**src/rtl/l2_cache_ctrl.sv**
```systemverilog
// ============================================================================
// Module   : l2_cache_ctrl
// Summary  : Single-ported L2 lookup/fill controller. It handles read hits and
//            read-miss fills, and uses write-through, no-allocate writes.
// Revision : 1.0  initial release
// ============================================================================
`default_nettype none

module l2_cache_ctrl #(
    parameter int BLOCK_SIZE = 128,
    parameter int TAG_SIZE   = 7,
    parameter int IDX_SIZE   = 8
) (
    input  logic                         clk_i,
    input  logic                         rst_ni,

    input  logic                         req_valid_i,
    output logic                         req_ready_o,
    input  logic [TAG_SIZE+IDX_SIZE-1:0] req_addr_i,
    input  logic                         req_we_i,
    input  logic [BLOCK_SIZE-1:0]        req_wdata_i,
    input  logic [BLOCK_SIZE/8-1:0]      req_be_i,

    output logic                         resp_valid_o,
    output logic [BLOCK_SIZE-1:0]        resp_data_o,
    output logic                         resp_hit_o,

    output logic [TAG_SIZE+IDX_SIZE-1:0] arr_tag_and_idx_o,
    output logic                         arr_we_o,
    output logic [BLOCK_SIZE/8-1:0]      arr_be_o,
    output logic [BLOCK_SIZE-1:0]        arr_block_o,
    input  logic [BLOCK_SIZE-1:0]        arr_block_i,
    input  logic                         arr_valid_i,
    input  logic [TAG_SIZE-1:0]          arr_tag_i,

    output logic                         mem_req_valid_o,
    input  logic                         mem_req_ready_i,
    output logic [TAG_SIZE+IDX_SIZE-1:0] mem_addr_o,
    output logic                         mem_we_o,
    output logic [BLOCK_SIZE-1:0]        mem_wdata_o,
    output logic [BLOCK_SIZE/8-1:0]      mem_be_o,
    input  logic                         mem_resp_valid_i,
    input  logic [BLOCK_SIZE-1:0]        mem_resp_data_i,

    output logic [15:0]                  hit_cnt_o,
    output logic [15:0]                  miss_cnt_o
);

    localparam int ADDR_W = TAG_SIZE + IDX_SIZE;
    localparam int BE_W   = BLOCK_SIZE / 8;

    typedef enum logic [2:0] {
        S_IDLE     = 3'd0,
        S_LOOKUP   = 3'd1,
        S_COMPARE  = 3'd2,
        S_MEM_REQ  = 3'd3,
        S_MEM_WAIT = 3'd4,
        S_FILL     = 3'd5,
        S_RESP     = 3'd6
    } state_t;

    state_t                r_state;
    logic [ADDR_W-1:0]     r_addr;
    logic                  r_we;
    logic [BLOCK_SIZE-1:0] r_wdata;
    logic [BE_W-1:0]       r_be;
    logic [BLOCK_SIZE-1:0] r_block;
    logic                  r_req_ready;
    logic                  r_resp_valid;
    logic                  r_resp_hit;
    logic                  r_mem_req_valid;
    logic [15:0]           r_hit_cnt;
    logic [15:0]           r_miss_cnt;

    logic [TAG_SIZE-1:0]   w_cap_tag;
    logic                  w_hit;
    logic                  w_arr_wr_hit;
    logic                  w_fill;

    assign w_cap_tag    = r_addr[ADDR_W-1:IDX_SIZE];
    assign w_hit        = arr_valid_i && (arr_tag_i == w_cap_tag);
    assign w_arr_wr_hit = (r_state == S_COMPARE) && r_we && w_hit;
    assign w_fill       = (r_state == S_FILL);

    always_ff @(posedge clk_i or negedge rst_ni) begin
        if (!rst_ni) begin
            r_state         <= S_IDLE;
            r_addr          <= '0;
            r_we            <= 1'b0;
            r_wdata         <= '0;
            r_be            <= '0;
            r_block         <= '0;
            r_req_ready     <= 1'b0;
            r_resp_valid    <= 1'b0;
            r_resp_hit      <= 1'b0;
            r_mem_req_valid <= 1'b0;
            r_hit_cnt       <= 16'd0;
            r_miss_cnt      <= 16'd0;
        end else begin
            case (r_state)
                S_IDLE: begin
                    if (r_req_ready && req_valid_i) begin
                        r_addr      <= req_addr_i;
                        r_we        <= req_we_i;
                        r_wdata     <= req_wdata_i;
                        r_be        <= req_be_i;
                        r_req_ready <= 1'b0;
                        r_state     <= S_LOOKUP;
                    end else begin
                        r_req_ready <= 1'b1;
                    end
                end
                S_LOOKUP: begin
                    r_state <= S_COMPARE;
                end
                S_COMPARE: begin
                    r_resp_hit <= w_hit;
                    if (w_hit) begin
                        if (r_hit_cnt != 16'hFFFF) begin
                            r_hit_cnt <= r_hit_cnt + 16'd1;
                        end
                    end else if (r_miss_cnt != 16'hFFFF) begin
                        r_miss_cnt <= r_miss_cnt + 16'd1;
                    end
                    if (w_hit && !r_we) begin
                        r_block      <= arr_block_i;
                        r_resp_valid <= 1'b1;
                        r_state      <= S_RESP;
                    end else begin
                        r_mem_req_valid <= 1'b1;
                        r_state         <= S_MEM_REQ;
                    end
                end
                S_MEM_REQ: begin
                    if (mem_req_ready_i) begin
                        r_mem_req_valid <= 1'b0;
                        if (r_we) begin
                            r_resp_valid <= 1'b1;
                            r_state      <= S_RESP;
                        end else begin
                            r_state <= S_MEM_WAIT;
                        end
                    end
                end
                S_MEM_WAIT: begin
                    if (mem_resp_valid_i) begin
                        r_block <= mem_resp_data_i;
                        r_state <= S_FILL;
                    end
                end
                S_FILL: begin
                    r_resp_valid <= 1'b1;
                    r_state      <= S_RESP;
                end
                S_RESP: begin
                    r_resp_valid <= 1'b0;
                    r_req_ready  <= 1'b1;
                    r_state      <= S_IDLE;
                end
                default: begin
                    r_resp_valid    <= 1'b0;
                    r_mem_req_valid <= 1'b0;
                    r_state         <= S_IDLE;
                end
            endcase
        end
    end

    assign req_ready_o       = r_req_ready;
    assign resp_valid_o      = r_resp_valid;
    assign resp_data_o       = r_block;
    assign resp_hit_o        = r_resp_hit;

    // The array port only writes on a write hit (during COMPARE) or on a fill.
    assign arr_tag_and_idx_o = r_addr;
    assign arr_we_o          = w_arr_wr_hit || w_fill;
    assign arr_be_o          = w_fill ? {BE_W{1'b1}} : (w_arr_wr_hit ? r_be : '0);
    assign arr_block_o       = w_fill ? r_block : (w_arr_wr_hit ? r_wdata : '0);

    assign mem_req_valid_o   = r_mem_req_valid;
    assign mem_addr_o        = r_addr;
    assign mem_we_o          = r_we;
    assign mem_wdata_o       = r_wdata;
    assign mem_be_o          = r_be;

    assign hit_cnt_o         = r_hit_cnt;
    assign miss_cnt_o        = r_miss_cnt;

endmodule

`default_nettype wire

```
**config.mk**
```make
export PLATFORM = sky130hd
export DESIGN_NAME = l2_cache_ctrl
export DESIGN_NICKNAME = d
export VERILOG_FILES = /design/src/rtl/l2_cache_ctrl.sv
export SDC_FILE = /design/constraint.sdc
export NUM_CORES = 1
export LEC_CHECK = 0
export CORE_AREA = 4 4 354 356
export DETAILED_ROUTE_END_ITERATION = 6
export DIE_AREA = 0 0 358 360
export GPL_TIMING_DRIVEN = 0
export PLACE_DENSITY = 0.32
export SYNTH_ARGS = -nofsm -noshare
export SYNTH_HDL_FRONTEND = slang
export SYNTH_SLANG_ARGS = --single-unit
```
**constraint.sdc**
```tcl
create_clock -name clk_i -period 2.8 [get_ports clk_i]
set_input_delay 0.28 -clock clk_i [delete_from_list [all_inputs] [get_ports clk_i]]
set_output_delay 0.28 -clock clk_i [all_outputs]
set_load 0.1 [all_outputs]
```
* Yosys cells after proc, flatten, opt, wreduce, memory -nomap -nowiden *
Cells that the tools add are included.

word-level totals
  register bits = 327
  word-level logic and storage cells = 73

cells by class
  $add $sub $neg = 2
  eq/ne operators = 15
  mux-type cells = 22
  bitwise operators = 3
  reductions and logical operators = 19

operators by type and width
  kind                     count
  $mux W128                4
  $pmux W128 S2            1
  $add A16 B1 Y16 const B  2
  $mux W16                 2
  $ne A16 B16 Y1 const B   2
  $pmux W3 S6              1
  $reduce_and A3 Y1        5
  $mux W3                  4
  $ne A2 B2 Y1 const B     5
  $eq A3 B3 Y1 const B     3
  $eq A7 B7 Y1             1
  $eq A3 B2 Y1 const B     2
  $mux W1                  6
  $logic_and A1 B1 Y1      5
  $reduce_or A5 Y1         1
  $pmux W1 S4              1
  $reduce_and A4 Y1        1
  $reduce_bool A2 Y1       2
  $eq A3 B1 Y1 const B     1
  $logic_not A3 Y1         1
  $not A1 Y1               3
  $pmux W1 S3              1
  $reduce_or A3 Y1         1
  $mux W2                  1
  other kinds (5)          5

* Logic depth before layout (Yosys ltp) *
  depth after elaboration = 5
  mapped depth = 8
  mapped depth without buffers = 6

* Worst setup path after synthesis *
OpenSTA, ideal clock, no wires.

  path kind = register to output
  from = register r_addr[9] (netlist: arr_tag_and_idx_o[9])
  to = output port arr_block_o[100]
  arrival time = 3,010 ps
  data required time = 2,520 ps
  setup slack = -490 ps
  cell stages (with the launch flop) = 9
  path buffers = 3
  cell sequence = dfrtp_1 > xnor2_1 > nand4_1 > or3_1 > buf_2 > nor2_8 > buf_6 > buf_6 > a22o_1

between the ends
  longest elaborated chain between the ends = 5

RTL lines
  item                    line  text
  from (decl)             63    logic [ADDR_W-1:0] r_addr;
  from (signal assigned)  103   r_addr <= req_addr_i;
  $eq A7 B7 Y1            81    assign w_hit = arr_valid_i && (arr_tag_i == w_cap_tag);
  $logic_and A1 B1 Y1     81
  $logic_and A1 B1 Y1     82    assign w_arr_wr_hit = (r_state == S_COMPARE) && r_we && w_hit;
  $mux W128 (2 in a row)  178   assign arr_block_o = w_fill ? r_block : (w_arr_wr_hit ? r_wdata : '0);
  to (decl)               31    output logic [BLOCK_SIZE-1:0] arr_block_o,

No other way between the ends.

* Worst setup path in the final report *
  from = register r_addr[9] (netlist: arr_tag_and_idx_o[9])
  to = output port arr_block_o[54]

The elaborated chain is that of the path after synthesis.

==> impl_metrics.toml <==
[status]
outcome = "finished, violations left"
violations = "setup timing"

[routing]
wl_met2_um = 52900
ant_nets = 0
first_pass_iters = 5
wl_per_cell_um = 27.2
met1_length_um = 42800
drc_errors = 0
routed.top_layer = "met5"
routed_via_density = 3.82
drt-initial-drc-count = 638
dr_total_vias = 15160
drt_wl_total_um = 108000
met3_length_um = 8570

[placed_design]
post-place-ws_ns = -2.28
dpl.cell_count = 3828
dp_hpwl_um = 84800
gp_congestion = 0.840
port-buffer-count = 912

[global_route]
grt_pass1_vias = 16650
track_usage = 0.159
grt_max_degree = 94
antenna_found_initial = 23
grt_pass1_wl_um = 144000
grt-ovfl-total = 0

[synth]
synth.avg_cell_area_um2 = 11.4
syn_inst = 1288
synthFlopType = "dfrtp_1"
synth_edf_count = 0
yosys_register_bits = 327
synth-seq-area-share = 0.559
netlist_area_um2 = 14600
synth_cell_type_count = 42
synth_nets = 1719
synthArstFlopShare = 1.00
ys_warn_count = 0

[clock_network]
clock_latency_ns = 0.61
htree_levels = 2
path_clk_slew_ns = 0.06
cts_max_path_buffers = 3
cts_tree = "yes"
clkSinkCount = 327
cts-root-buf = "clkbuf_16"
cts_buffers = 48

[sta]
final.setup.worst_slack_ns = -0.461
worst_pin_slew_ns = 1.30
slew_viol_final = 0
hold_viol_final = 0
setup_violations = 144
min_period_ns = 3.26
holdWs_ns = 0.257
max_freq_mhz = 307
fin_skew_ns = 0.0349
period_share = 1.16
slew_headroom = 0.131
rsz0062_at_grt = "yes"

[floorplanning]
num_rows = 128
design.die.area_um2 = 129000
floorplan.initialDensity = 0.120
die_w_um = 358
dieHeight_um = 360
ios = 913
core_area_um2 = 122000

[final_layout]
drive_above_1_share = 0.305
instances_no_fill = 3970
nets = 2726
syn2layout_area_growth_pct = 115
fillCellCount = 12854

[critical_path]
endpoint_kind = "output pin"
slowest_delay_ns = 0.43
cp_cell_sequence = "xnor2_2 > nand4_1 > or3_1 > buf_6 > nor2_8 > buf_4 > buf_12 > buf_16 > buf_6 > a22o_4 > buf_12"
slowest_stage = "dfrtp_2"
path_max_fanout = 5
crit_arrival_ns = 2.98
path_class = "reg -> out"
required_ns = 2.52
cp-start-kind = "flop"

[worst_hold_path]
hold_class = "in -> async"

[job]
max_cap_viol_count = 0
==> synth_stat cells (2+ instances only) <==
cell type | n | share of area
nor3_1 | 9 | 0.0031
nor4_1 | 7 | 0.0030
ha_1 | 2 | 0.0017
buf_6 | 6 | 0.0046
nor3b_1 | 2 | 0.0010
nand3b_1 | 2 | 0.0010
a22o_1 | 129 | 0.077
a31o_2 | 3 | 0.0018
or3_1 | 2 | 0.00086
buf_4 | 16 | 0.0082
o21ai_0 | 2 | 0.00068
dfrtp_1 | 327 | 0.56
xor2_1 | 17 | 0.010
inv_1 | 3 | 0.00077
nor2_1 | 268 | 0.069
nand4_1 | 12 | 0.0051
a21oi_1 | 3 | 0.0010
nor2b_1 | 2 | 0.00086
mux2_2 | 162 | 0.12
xnor2_1 | 19 | 0.011
and3_1 | 5 | 0.0021
clkbuf_1 | 35 | 0.0090
nand3_1 | 17 | 0.0058
a21o_1 | 18 | 0.0092
nand2_1 | 23 | 0.0059
o22ai_1 | 128 | 0.055
nor3_2 | 2 | 0.0014
buf_2 | 53 | 0.018
==> worst max-delay path: cells and delay by family, from the launching register on <==
family                    cells  cell delay (ns)
DFF                           1             0.43
AOI/OAI and AO/OA             1             0.11
xor gates and xnor gates      1             0.20
buffers and inverters         6             0.86
and+or+nand+nor               3             0.78
==> per-stage QoR <==
step | setup TNS, ns | instance area (um^2) | util
2_1_floorplan | 0 | 14800 | -
6_report | -54.08 | 31500 | 0.259
3_3_place_gp | -5530.21 | 26000 | 0.213
3_5_place_dp | -441.73 | 26100 | 0.214
5_1_grt | -74.87 | 31500 | 0.259
4_1_cts | -66.72 | 31100 | 0.255
==> cell families (layout without fill, tap and decap cells) <==
| logic type | after synthesis | count (layout) | share of synthesized area |
|---|---|---|---|
| compound gates | 289 | 289 | 0.148 |
| xor+xnor | 36 | 36 | 0.0216 |
| fa+ha+maj | 2 | 2 | 0.00171 |
| buf+inv | 114 | 1161 | 0.0410 |
| flops | 327 | 327 | 0.559 |
| mux | 162 | 162 | 0.125 |
| other cells | 0 | 10 | 0 |
| simple gates | 358 | 358 | 0.104 |
==> placed cells by master, fill, tap and decap left out, types with 3 or more instances in the layout <==
master	synthesis	routed
mux2_2	162	162
inv_1	3	3
clkbuf_1	35	30
clkbuf_16	0	55
and3_1	5	5
xor2_1	17	17
nand4_1	12	12
a21oi_1	3	3
dfrtp_1	327	319
buf_12	0	166
o22ai_1	128	107
xnor2_2	0	3
buf_8	0	10
buf_16	0	11
clkbuf_8	0	14
clkinv_2	0	6
a31o_2	3	3
buf_2	53	34
a22o_4	0	127
buf_4	16	36
clkbuf_2	0	8
diode_2	0	10
nor3_1	9	8
xnor2_1	19	14
nor2_1	268	268
dfrtp_2	0	8
buf_6	6	5
a21o_4	0	16
nor4_1	7	7
nand3_1	17	16
dlymetal6s2s_1	0	5
nand2_1	23	22
clkdlybuf4s50_1	0	761
clkbuf_4	0	11
o22ai_2	0	20
==> worst paths after layout <==
path                                         end            startpoint  slack, ns  cells past startpoint
setup / recovery                 arr_block_o[54]  arr_tag_and_idx_o[9]      -0.46                     11
hold / removal                   mem_wdata_o[32]                rst_ni       0.26                      2
setup reg to reg                 resp_data_o[16]  arr_tag_and_idx_o[9]       0.02                      8
hold reg to reg                  mem_req_valid_o       mem_req_valid_o       0.49                      2
max in group asynchronous  arr_tag_and_idx_o[14]                rst_ni       1.14                      4
min in group clk_i                      mem_we_o              req_we_i       0.26                      3
==> registers in the layout (all words and copies together), names as in the netlist <==
name,flops
resp_valid_o,1
hit_cnt_o,16
resp_hit_o,1
r_state,3
mem_wdata_o,128
mem_req_valid_o,1
miss_cnt_o,16
arr_tag_and_idx_o,15
mem_we_o,1
mem_be_o,16
resp_data_o,128
req_ready_o,1
==> routing by layer <==
metal  vias to the layer above  global-route usage
met5                         -                   0
met4                         8              0.0543
met3                       129              0.0498
met2                       670               0.274
met1                      7628               0.188
li1                       6725                   -
==> final cells by class <==
| class | count | area [um^2] | share of cell area |
|---|---|---|---|
| Antenna cell | 10 | 25.0 | 0.000795 |
| Buffer | 107 | 855 | 0.0271 |
| Clock buffer | 79 | 1470 | 0.0467 |
| Clock inverter | 11 | 124 | 0.00394 |
| Inverter | 3 | 11.3 | 0.000358 |
| Multi-Input combinational cell | 847 | 7320 | 0.233 |
| Sequential cell | 327 | 8190 | 0.260 |
| Tap cell | 1625 | 2030 | 0.0646 |
| Timing Repair Buffer | 961 | 11400 | 0.364 |
==> what timing repair did <==
item	CTS	global route
endpoints found under the setup margin	430	190
hold buffers	1	0
setup buffers	27	8
endpoints found under the hold margin	83	0
pin swaps	16	24
resized for setup	1557	87
cloned	11	5
Power is not shown: default switching activity piles up to over one toggle a cycle in this logic, so the estimate is an artifact.
